**config.mk**
```make
export PLATFORM = sky130hd
export DESIGN_NAME = cam_stream_gen_flat
export DESIGN_NICKNAME = d
export VERILOG_FILES = /design/src/rtl/cam_pkg.sv /design/src/rtl/cam_stream_gen_if.sv /design/src/rtl/cam_pattern_pixel.sv /design/src/rtl/cam_stream_gen.sv /design/src/flat_wrapper.sv
export SDC_FILE = /design/constraint.sdc
export NUM_CORES = 1
export LEC_CHECK = 0
export CAP_MARGIN = 20
export CORE_ASPECT_RATIO = 0.5
export CORE_MARGIN = 2
export CORE_UTILIZATION = 40
export CTS_CLUSTER_SIZE = 25
export DETAILED_ROUTE_END_ITERATION = 12
export GPL_ROUTABILITY_DRIVEN = 1
export PLACE_DENSITY_LB_ADDON = 0.08
export SETUP_SLACK_MARGIN = 0.15
export SLEW_MARGIN = 20
export SYNTH_ARGS = -nofsm -noshare
export SYNTH_HDL_FRONTEND = slang
export SYNTH_SLANG_ARGS = --single-unit
```
**constraint.sdc**
```tcl
create_clock -name clk -period 5.3 [get_ports clk]
set_input_delay 1.325 -clock clk [delete_from_list [all_inputs] [get_ports clk]]
set_output_delay 1.325 -clock clk [all_outputs]
set_load 0.01 [all_outputs]
```
**src/rtl/cam_pkg.sv**
```systemverilog
// Shared types and constants for the camera-bus test-pattern generator:
// frame states, pattern modes and the eight RGB565 color-bar values.
package cam_pkg;

    typedef enum logic [2:0] {
        IDLE,
        VSYNC,
        VBACK,
        ACTIVE,
        VFRONT
    } cam_state_e;

    typedef enum logic [1:0] {
        MODE_BARS  = 2'd0,
        MODE_SOLID = 2'd1,
        MODE_BALL  = 2'd2,
        MODE_RAMP  = 2'd3
    } cam_mode_e;

    localparam logic [15:0] BAR_WHITE   = 16'hFFFF;
    localparam logic [15:0] BAR_YELLOW  = 16'hFFE0;
    localparam logic [15:0] BAR_CYAN    = 16'h07FF;
    localparam logic [15:0] BAR_GREEN   = 16'h07E0;
    localparam logic [15:0] BAR_MAGENTA = 16'hF81F;
    localparam logic [15:0] BAR_RED     = 16'hF800;
    localparam logic [15:0] BAR_BLUE    = 16'h001F;
    localparam logic [15:0] BAR_BLACK   = 16'h0000;

    // Bar color for bar index 0 (leftmost) .. 7 (rightmost).
    function automatic logic [15:0] bar_color(input logic [2:0] idx);
        case (idx)
            3'd0:    return BAR_WHITE;
            3'd1:    return BAR_YELLOW;
            3'd2:    return BAR_CYAN;
            3'd3:    return BAR_GREEN;
            3'd4:    return BAR_MAGENTA;
            3'd5:    return BAR_RED;
            3'd6:    return BAR_BLUE;
            default: return BAR_BLACK;
        endcase
    endfunction

endpackage

```
**src/rtl/cam_stream_gen_if.sv**
```systemverilog
// OV7670-style parallel pixel bus: pixel clock, frame/line syncs, data byte.
// The generator drives it through the master modport, a capture block reads
// it through the slave modport.
interface cam_stream_gen_if;
    logic       pclk;
    logic       vsync;
    logic       href;
    logic [7:0] data;

    modport master (output pclk, output vsync, output href, output data);
    modport slave  (input  pclk, input  vsync, input  href, input  data);
endinterface

```
**src/rtl/cam_pattern_pixel.sv**
```systemverilog
// Combinational RGB565 color for one pixel of the selected test pattern.
// Ball bounds are compared one bit wider than the coordinates so a ball near
// the right/bottom edge clips instead of wrapping around to column/row 0.
module cam_pattern_pixel
    import cam_pkg::*;
#(
    parameter int H_ACTIVE  = 640,
    parameter int BALL_SIZE = 32
) (
    input  cam_mode_e   mode,
    input  logic [9:0]  x,
    input  logic [8:0]  y,
    input  logic [15:0] ramp,
    input  logic [9:0]  ball_x,
    input  logic [8:0]  ball_y,
    input  logic [15:0] ball_color,
    output logic [15:0] color
);

    localparam int BAR_W = H_ACTIVE / 8;

    logic [2:0]  bar_idx;
    logic [10:0] ball_x_end;
    logic [9:0]  ball_y_end;
    logic        in_ball;

    assign ball_x_end = {1'b0, ball_x} + 11'(BALL_SIZE);
    assign ball_y_end = {1'b0, ball_y} + 10'(BALL_SIZE);
    assign in_ball    = (x >= ball_x) && ({1'b0, x} < ball_x_end) &&
                        (y >= ball_y) && ({1'b0, y} < ball_y_end);

    // Bar index by threshold count, avoiding a divider for non-power-of-2 widths.
    always_comb begin
        bar_idx = 3'd0;
        for (int k = 1; k < 8; k++) begin
            if (x >= 10'(k * BAR_W)) begin
                bar_idx = bar_idx + 3'd1;
            end
        end
    end

    // Pattern select.
    always_comb begin
        color = 16'h0000;
        unique case (mode)
            MODE_BARS:  color = bar_color(bar_idx);
            MODE_SOLID: color = ball_color;
            MODE_BALL:  color = in_ball ? ball_color : 16'h0000;
            MODE_RAMP:  color = ramp;
        endcase
    end

endmodule

```
**src/rtl/cam_stream_gen.sv**
```systemverilog
// Camera-side transmitter: pclk divider, line/frame counters, frame FSM and
// registered byte outputs. All bus outputs update only on the clk edge that
// drives pclk low, so they are stable across every pclk rising edge.
module cam_stream_gen
    import cam_pkg::*;
#(
    parameter int H_ACTIVE  = 640,
    parameter int H_BLANK   = 144,
    parameter int V_SYNC    = 3,
    parameter int V_BACK    = 17,
    parameter int V_ACTIVE  = 480,
    parameter int V_FRONT   = 10,
    parameter int PCLK_HALF = 2,
    parameter int BALL_SIZE = 32
) (
    input  logic               clk,
    input  logic               res_n,
    input  logic               enable,
    input  logic [1:0]         mode,
    input  logic [9:0]         ball_x,
    input  logic [8:0]         ball_y,
    input  logic [15:0]        ball_color,
    cam_stream_gen_if.master   bus,
    output logic               frame_done
);

    localparam logic [11:0] H_LAST   = 12'(2 * H_ACTIVE + H_BLANK - 1);
    localparam logic [11:0] H_HREF   = 12'(2 * H_ACTIVE);
    localparam logic [15:0] DIV_LAST = 16'(PCLK_HALF - 1);

    cam_state_e  state_q, state_d;
    logic [11:0] h_q, h_d;
    logic [9:0]  v_q, v_d, v_last;
    logic [15:0] div_q;
    logic        pclk_q, tick, step, frame_end, href_d;
    logic        vsync_q, href_q, frame_done_q;
    logic [7:0]  data_q, lo_q;
    logic [15:0] ramp_q, color;
    cam_mode_e   mode_q;
    logic [9:0]  bx_q;
    logic [8:0]  by_q;
    logic [15:0] bc_q;

    // A step is one pclk period boundary: the falling edge while running, or
    // the enable that starts a frame from IDLE (pclk is already low there).
    assign tick = (state_q != IDLE) && (div_q == DIV_LAST);
    assign step = (state_q == IDLE) ? enable : (tick && pclk_q);

    // Pixel clock divider; held low in IDLE, so a stop always ends on a fall.
    always_ff @(posedge clk or negedge res_n) begin
        if (!res_n) begin
            // NOTE: sequential state uses non-blocking assignments so every
            // register samples pre-edge values regardless of block order.
            div_q  <= '0;
            pclk_q <= 1'b0;
        end else if (state_q == IDLE) begin
            div_q  <= '0;
            pclk_q <= 1'b0;
        end else if (tick) begin
            div_q  <= '0;
            pclk_q <= ~pclk_q;
        end else begin
            div_q  <= div_q + 16'd1;
        end
    end

    // Number of lines in the current vertical region, minus one.
    always_comb begin
        v_last = '0;
        case (state_q)
            VSYNC:   v_last = 10'(V_SYNC - 1);
            VBACK:   v_last = 10'(V_BACK - 1);
            ACTIVE:  v_last = 10'(V_ACTIVE - 1);
            VFRONT:  v_last = 10'(V_FRONT - 1);
            default: v_last = '0;
        endcase
    end

    // Next state and counters for the pclk period that starts at this step.
    always_comb begin
        // NOTE: every output of this block gets a default first, so no path
        // leaves a signal unassigned and no latch is inferred.
        state_d   = state_q;
        h_d       = h_q;
        v_d       = v_q;
        frame_end = 1'b0;
        if (step) begin
            if (state_q == IDLE) begin
                state_d = VSYNC;
                h_d     = '0;
                v_d     = '0;
            end else if (h_q != H_LAST) begin
                h_d = h_q + 12'd1;
            end else begin
                h_d = '0;
                if (v_q != v_last) begin
                    v_d = v_q + 10'd1;
                end else begin
                    v_d = '0;
                    case (state_q)
                        VSYNC:  state_d = VBACK;
                        VBACK:  state_d = ACTIVE;
                        ACTIVE: state_d = VFRONT;
                        VFRONT: begin
                            state_d   = enable ? VSYNC : IDLE;
                            frame_end = 1'b1;
                        end
                        default: state_d = IDLE;
                    endcase
                end
            end
        end
    end

    assign href_d = (state_d == ACTIVE) && (h_d < H_HREF);

    // FSM state and h/v position registers.
    always_ff @(posedge clk or negedge res_n) begin
        if (!res_n) begin
            state_q <= IDLE;
            h_q     <= '0;
            v_q     <= '0;
        end else begin
            state_q <= state_d;
            h_q     <= h_d;
            v_q     <= v_d;
        end
    end

    // Frame parameters are captured on entry to VSYNC and frozen for the frame.
    always_ff @(posedge clk or negedge res_n) begin
        if (!res_n) begin
            mode_q <= MODE_BARS;
            bx_q   <= '0;
            by_q   <= '0;
            bc_q   <= '0;
        end else if (step && state_d == VSYNC && state_q != VSYNC) begin
            mode_q <= cam_mode_e'(mode);
            bx_q   <= ball_x;
            by_q   <= ball_y;
            bc_q   <= ball_color;
        end
    end

    // Color of the pixel whose high byte goes out next.
    cam_pattern_pixel #(
        .H_ACTIVE  (H_ACTIVE),
        .BALL_SIZE (BALL_SIZE)
    ) u_pixel (
        .mode       (mode_q),
        .x          (h_d[10:1]),
        .y          (v_d[8:0]),
        .ramp       (ramp_q),
        .ball_x     (bx_q),
        .ball_y     (by_q),
        .ball_color (bc_q),
        .color      (color)
    );

    // Output registers: high byte goes out directly, low byte is held for the
    // following period; the ramp counter advances once per emitted pixel.
    always_ff @(posedge clk or negedge res_n) begin
        if (!res_n) begin
            vsync_q      <= 1'b0;
            href_q       <= 1'b0;
            data_q       <= 8'h00;
            lo_q         <= 8'h00;
            ramp_q       <= 16'h0000;
            frame_done_q <= 1'b0;
        end else begin
            frame_done_q <= frame_end;
            if (step) begin
                vsync_q <= (state_d == VSYNC);
                href_q  <= href_d;
                if (!href_d) begin
                    data_q <= 8'h00;
                end else if (h_d[0]) begin
                    data_q <= lo_q;
                end else begin
                    data_q <= color[15:8];
                    lo_q   <= color[7:0];
                    ramp_q <= ramp_q + 16'd1;
                end
                if (state_d == VSYNC && state_q != VSYNC) begin
                    ramp_q <= 16'h0000;
                end
            end
        end
    end

    assign bus.pclk   = pclk_q;
    assign bus.vsync  = vsync_q;
    assign bus.href   = href_q;
    assign bus.data   = data_q;
    assign frame_done = frame_done_q;

endmodule

```
**src/flat_wrapper.sv**
```systemverilog
// flat-port wrapper written by rule: the top's interface ports become plain ports
module cam_stream_gen_flat import cam_pkg::*;
#(
    parameter int H_ACTIVE  = 640,
    parameter int H_BLANK   = 144,
    parameter int V_SYNC    = 3,
    parameter int V_BACK    = 17,
    parameter int V_ACTIVE  = 480,
    parameter int V_FRONT   = 10,
    parameter int PCLK_HALF = 2,
    parameter int BALL_SIZE = 32
)
  (clk, res_n, enable, mode, ball_x, ball_y, ball_color, frame_done, bus_pclk, bus_vsync, bus_href, bus_data);
  cam_stream_gen_if bus_i ();
  input  logic clk;
  input  logic res_n;
  input  logic enable;
  input  logic [1:0] mode;
  input  logic [9:0] ball_x;
  input  logic [8:0] ball_y;
  input  logic [15:0] ball_color;
  output logic frame_done;
  output wire logic [$bits(bus_i.pclk)-1:0] bus_pclk;
  output wire logic [$bits(bus_i.vsync)-1:0] bus_vsync;
  output wire logic [$bits(bus_i.href)-1:0] bus_href;
  output wire logic [$bits(bus_i.data)-1:0] bus_data;
  assign bus_pclk = bus_i.pclk;
  assign bus_vsync = bus_i.vsync;
  assign bus_href = bus_i.href;
  assign bus_data = bus_i.data;
  cam_stream_gen #(.H_ACTIVE(H_ACTIVE), .H_BLANK(H_BLANK), .V_SYNC(V_SYNC), .V_BACK(V_BACK), .V_ACTIVE(V_ACTIVE), .V_FRONT(V_FRONT), .PCLK_HALF(PCLK_HALF), .BALL_SIZE(BALL_SIZE)) u_core (.clk(clk), .res_n(res_n), .enable(enable), .mode(mode), .ball_x(ball_x), .ball_y(ball_y), .ball_color(ball_color), .bus(bus_i), .frame_done(frame_done));
endmodule
```
# Word level (Yosys, flattened, before mapping)
# Cells that the tools add are included.
[totals]
reg_bits = 114
inputBits = 40
output_inout_bits = 12
elab_cells = 120
[op_classes]
order_cmp = 12
mux = 39
n_bitwise = 2
add_sub_neg = 12
reduce_logical = 18
n_eq_ne = 21
[ops]
columns = ["cell", "n"]
rows = [
  ["one-hot mux 16 bit (7 select lines)", 1],
  ["2-to-1 mux 16 bit", 6],
  ["one-hot mux 16 bit (4 select lines)", 1],
  ["2-to-1 mux 12 bit", 3],
  ["one-hot mux 9 bit (4 select lines)", 1],
  ["adder 16 x 1 -> 16 bit (second input constant)", 2],
  ["greater-or-equal comparator 10 x 9 -> 1 bit (second input constant)", 3],
  ["2-to-1 mux 10 bit", 3],
  ["2-to-1 mux 3 bit", 10],
  ["greater-or-equal comparator 10 x 8 -> 1 bit (second input constant)", 2],
  ["adder 3 x 1 -> 3 bit (second input constant)", 6],
  ["== test 16 x 1 -> 1 bit (second input constant)", 1],
  ["2-to-1 mux 8 bit", 2],
  ["== test 3 x 2 -> 1 bit (second input constant)", 5],
  ["adder 12 x 1 -> 12 bit (second input constant)", 1],
  ["== test 3 bit (second input constant)", 4],
  ["less-than comparator 12 x 11 -> 1 bit (second input constant)", 1],
  ["inequality test 12 x 11 -> 1 bit (second input constant)", 1],
  ["one-hot mux 3 bit (4 select lines)", 1],
  ["adder 10 x 6 -> 11 bit (second input constant)", 1],
  ["less-than comparator 10 x 11 -> 1 bit", 1],
  ["adder 10 x 1 -> 10 bit (second input constant)", 1],
  ["adder 9 x 6 -> 10 bit (second input constant)", 1],
  ["greater-or-equal comparator 10 bit", 1],
  ["21 further kinds", 45],
]

# Logic depth before layout (Yosys ltp)
# Gate-level depths: netlist of the first run.
[depth]
ltp_word = 24
ltp_mapped = 29
mapped_depth_nobuf = 28

# Cells and area by module
# Synthesis of the first run repeated with hierarchy kept, for this count alone.
[unflattened]
hier_cells = 829
hier_area_um2 = 7254.5
[by_module_without_submodules]
columns = ["module", "instances", "cells_each", "area_per_inst_um2", "seq_area_each_um2"]
rows = [
  ["cam_stream_gen", 1, 616, 5565.3, 2852.7],
  ["cam_pattern_pixel", 1, 213, 1689.1, 0.0],
]

# Least setup slack after synthesis of the first run
# Ideal clock, no wire load.
[synth_timing]
path_type = "input to register"
startpoint = "input enable"
endpoint = "register u_core.data_q[0], in the netlist u_core.bus.data[0]"
slack_ps = -847
n_path_buf = 3
required_ps = 5214
cell_stages = 26
t_arrival_ps = 6061
setup_ps = 86
path_cell_list = "or4b_2 -> clkbuf_1 -> clkbuf_1 -> nand2_1 -> o22ai_1 -> nor2_1 -> nand2_1 -> a211oi_1 -> ha_1 -> clkbuf_1 -> xnor2_1 -> ha_1 -> mux2_4 -> ha_1 -> nand2b_1 -> o21a_1 -> ha_1 -> inv_1 -> o21ai_0 -> ha_1 -> and3_1 -> nand3_1 -> o211a_1 -> xnor2_1 -> nand2_2 -> a32oi_1"
[synth_via]
elab_chain_cells = 21
elab_cells_between_ends = 51
classes_between = "add/sub (6); order compare (12); eq/ne (7); mux (21); reduce/logical (5)"
[synth_lines]
columns = ["item", "line", "source"]
rows = [
  ["from (decl)", "flat_wrapper.sv:17", "input logic enable;"],
  ["2-to-1 mux 1 bit", "cam_stream_gen.sv:47", "assign step = (state_q == IDLE) ? enable : (tick && pclk_q);"],
  ["2-to-1 mux 12 bit", "cam_stream_gen.sv:87", "if (step) begin"],
  ["greater-or-equal comparator 10 x 7 -> 1 bit", "cam_pattern_pixel.sv:36", "if (x >= 10'(k * BAR_W)) begin"],
  ["2-to-1 mux 1 bit", "cam_pattern_pixel.sv:36", ""],
  ["adder 3 x 1 -> 3 bit", "cam_pattern_pixel.sv:37", "bar_idx = bar_idx + 3'd1;"],
  ["2-to-1 mux 3 bit", "cam_pattern_pixel.sv:36", ""],
  ["adder 3 x 1 -> 3 bit", "cam_pattern_pixel.sv:37", ""],
  ["2-to-1 mux 3 bit", "cam_pattern_pixel.sv:36", ""],
  ["(+5 left out)", "--", ""],
  ["2-to-1 mux 3 bit", "cam_pattern_pixel.sv:36", ""],
  ["adder 3 x 1 -> 3 bit", "cam_pattern_pixel.sv:37", ""],
  ["2-to-1 mux 3 bit", "cam_pattern_pixel.sv:36", ""],
  ["== test 3 bit (tied with other cells)", "cam_pkg.sv:31", "case (idx)"],
  ["one-hot mux 16 bit (7 select lines)", "cam_pkg.sv:31", ""],
  ["one-hot mux 16 bit (4 select lines)", "cam_pattern_pixel.sv:45", "unique case (mode)"],
  ["2-to-1 mux 8 bit", "cam_stream_gen.sv:177", "end else if (h_d[0]) begin"],
  ["2-to-1 mux 8 bit", "cam_stream_gen.sv:175", "if (!href_d) begin"],
  ["to (signal assigned)", "cam_stream_gen.sv:178", "data_q <= lo_q;"],
  ["to (signal assigned)", "cam_stream_gen.sv:180", "data_q <= color[15:8];"],
  ["to (decl)", "cam_stream_gen.sv:37", "logic [7:0] data_q, lo_q;"],
]
# Parallel ways exist; a longest one is shown, timed or not.
# A chain may end at the register's enable or synchronous reset.

# Worst setup path in the final report of the first run
# Ends and elaborated chain as after synthesis.

==> reports/metrics.cfg, run 1 <==
[timing]
max-slew-margin-rel_pct=49.2
slew_violations=0
setup_violations=6
tns_ns=-0.256
fmax_mhz=186
skew_ns=0.00866
setup_slack_ns=-0.0757
worst_pin_slew_ns=0.762
rsz0062_at_grt=yes
finalCriticalPeriod_ns=5.38
hold_viol=0
final.period_utilization_pct=101

[floorplan]
rows=34
coreArea_um2=17400
initial_core_util_pct=40.8
dieArea_um2=18900
io_pins=52
die_h_um=98.1
fp.dieW_um=192

[critical_path]
worstPathArrival_ns=5.71
ff2ff_setup_slack_ns=-0.02
critPathBufInv=5
crit_family=compound AO/OA/AOI/OAI gates
cp.required_ns=5.64
end_kind=flop
cp_max_fo=8
start_kind=input port
slowest_delay_ns=0.57
cpMaxStageDelayCell=or4b_4
critical_path.cell_chain=buf_6, or4b_4, a2111oi_4, buf_4, buf_4, o21a_1, a21oi_2, buf_4, xnor2_2, ha_1, mux2_4, ha_4, nand2b_4, o21a_1, ha_4, inv_2, o21ai_2, ha_4, and3_4, nand3_2, o211a_1, xnor2_2, nand2_2, a32oi_1
worstSetupPathType=input port to flop

[clock_tree]
cts_buffers=17
cts_tree=yes
clock_path_buffers=2
clk-insertion-delay-late_ns=0.42
cts-root-buf=clkbuf_16
path_clk_slew_ns=0.06
htree_levels=4
clock-sinks=114

[pwr]
p_comb_share_pct=2.3
sequentialPowerShare_pct=42.0
power_mw=2.07
p_per_area_nw_per_um2=224
p_sw_mw=0.457
internal-power_mw=1.61
pwr-share-clk_pct=55.6
switching_share_pct=22.1
peakVddDrop_uv=249
p_leak_nw=4.08

[global_routing]
track_usage_pct=20.4
grt_max_degree=46
grt_pass1_vias=5864
antenna_found_initial=0
grt_pass1_wl_um=30300
grt_overflow=0

[synth]
yosys.area.top_type=dfrtp_1
synth_area_leaders=dfrtp_1 (40%), mux2_2 (7.8%), ha_1 (7.4%)
synth-seq-area-share_pct=40.3
yosysUniqueCellTypes=81
syn_nets=822
async_flop_share_pct=100
ys_warn_count=0
syn-mean-instance-area_um2=9.58
synth_edf_count=0
netlist_area_um2=7090
syn_inst=740
synth_top_flop_cell=dfrtp_1
ys_ff_latch=114
synth_top_area_share_pct=40.3

[run_status]
violations=negative setup slack
status=complete, but fails checks

[routing]
ant_nets=0
wl_per_cell_um=16.3
drt_iter0_markers=311
drc=0
vias=5856
drt-total-wl_um=18000
first_pass_iters=5
viasPerCell=5.28

[layout]
drive_gt1_share_pct=25.1
layout_common_cells=dfrtp_1 (114), buf_4 (76), nor2_1 (74)
area_growth_pct=30.2
stdcell_count=1109
final_common_cell=dfrtp_1
nets=944
diodes=0

[placement]
preCtsSetupSlack_ns=-0.970
gp_congestion=0.846
dp_cells=1066
hpwlAfterDp_um=13000
io_buffers=51

[min_path]
hold_path_class=flop to flop

[job]
drv_cap=0

==> layout make-up <==
cell class / count / area [µm²]
fill: 1611 / 8130
sequential: 114 / 2850
clock inverter: 12 / 131
multi-input combinational: 558 / 4230
timing repair buffer: 129 / 1110
tap: 234 / 293
inverter: 42 / 158
clock buffer: 20 / 457
==> path summary, 6_finish.rpt <==
| check | startpoint | to | cells past startpoint |
|---|---|---|---|
| setup / recovery | enable | u_core.bus.data[0]$_DFFE_PN0N_ | 24 |
| max in group asynchronous | res_n | u_core.ramp_q[10]$_DFFE_PN0P_ | 2 |
| hold / removal | u_core.bus.href$_DFFE_PN0N_ | u_core.bus.href$_DFFE_PN0N_ | 2 |
| setup reg to reg | u_core.div_q[12]$_DFF_PN0_ | u_core.bus.data[0]$_DFFE_PN0N_ | 27 |
| hold reg to reg | u_core.bus.href$_DFFE_PN0N_ | u_core.bus.href$_DFFE_PN0N_ | 2 |
| min in group asynchronous | res_n | u_core.bx_q[3]$_DFFE_PN0P_ | 1 |
==> power groups by stage <==
stage | logic, mW | registers [mW] | clock network, mW
CTS | 0.0507 | 0.871 | 1.18
finish | 0.0485 | 0.871 | 1.15
global route | 0.0544 | 0.870 | 1.22
floorplan | 0.000776 | 0.887 | 0
global placement | 0.0501 | 0.886 | 0
detailed placement | 0.0505 | 0.886 | 0
==> cell families after synthesis <==
logic type,Yosys count,share of synthesized area (%)
adder cells (fa/ha/maj),42,7.42
buffers and inverters,68,3.99
multiplexers,54,8.56
flip-flops,114,40.3
AND/OR/NAND/NOR,266,18.9
AO/OA/AOI/OAI,144,14.4
XOR/XNOR,52,6.43
==> layer usage <==
layer	part of all wire [%]	GRT usage [%]
met1	51	29.5
met2	45	30.9
met3	3.0	4.53
met4	1.0	5.28
met5	0	0
==> Yosys cell counts, types with 3 or more instances <==
library cell	count
a2111oi_0	3
a21o_1	7
a21oi_1	32
a221o_1	3
a221oi_1	5
a22oi_1	12
a31oi_1	3
a32oi_1	4
and2_1	7
and3_1	16
buf_2	4
buf_4	4
clkbuf_1	16
dfrtp_1	114
ha_1	42
inv_1	41
mux2_2	49
mux2i_1	4
nand2_1	65
nand2b_1	6
nand3_1	29
nand4_1	16
nor2_1	76
nor2_2	3
nor2b_1	3
nor3_1	13
nor4_1	8
o211ai_1	4
o21a_1	6
o21ai_0	24
o22ai_1	3
o31ai_1	5
or3_1	3
xnor2_1	30
xor2_1	22
==> state kept, by name, indices dropped and copies added, names as in the netlist <==
| register | cells |
|---|---|
| u_core.ramp_q | 16 |
| u_core.state_q | 3 |
| u_core.frame_done | 1 |
| u_core.lo_q | 8 |
| u_core.bus.vsync | 1 |
| u_core.bus.pclk | 1 |
| u_core.bx_q | 10 |
| u_core.v_q | 10 |
| u_core.bus.data | 8 |
| u_core.bc_q | 16 |
| u_core.by_q | 9 |
| u_core.div_q | 16 |
| u_core.mode_q | 2 |
| u_core.bus.href | 1 |
| u_core.h_q | 12 |
==> stage by stage <==
stage          utilization (%)  instance area [µm²]  hold slack (ns)
6_report                  53.2                 9230            0.474
5_1_grt                   53.2                 9230            0.528
4_1_cts                   52.3                 9080            0.477
3_5_place_dp              48.0                 8330            0.462
3_3_place_gp              48.0                 8330            0.462
2_1_floorplan                -                 7180            0.466
==> tightest hold or removal path, cell delays in order, from the launching register on <==
cell	delay (ns)
dfrtp_1	0.34
nand2_1	0.05
nand2_1	0.05
==> timing repair <==
item | CTS | global route
cloned | 0 | 0
pin swaps | 21 | 24
resized for setup | 28 | 20
hold buffers | 0 | 0
buffers inserted | 7 | 4
setup endpoints to repair | 15 | 16
endpoints found under the hold margin | 0 | 0
No activity file was read; power rests on OpenSTA's default activity.
==> run 2, diff against run 1 <==
Settings changed: GPL_TIMING_DRIVEN from default to 1.
==> results of run 2 <==
Final layout, timing and power as in run 1 (identical DEF).
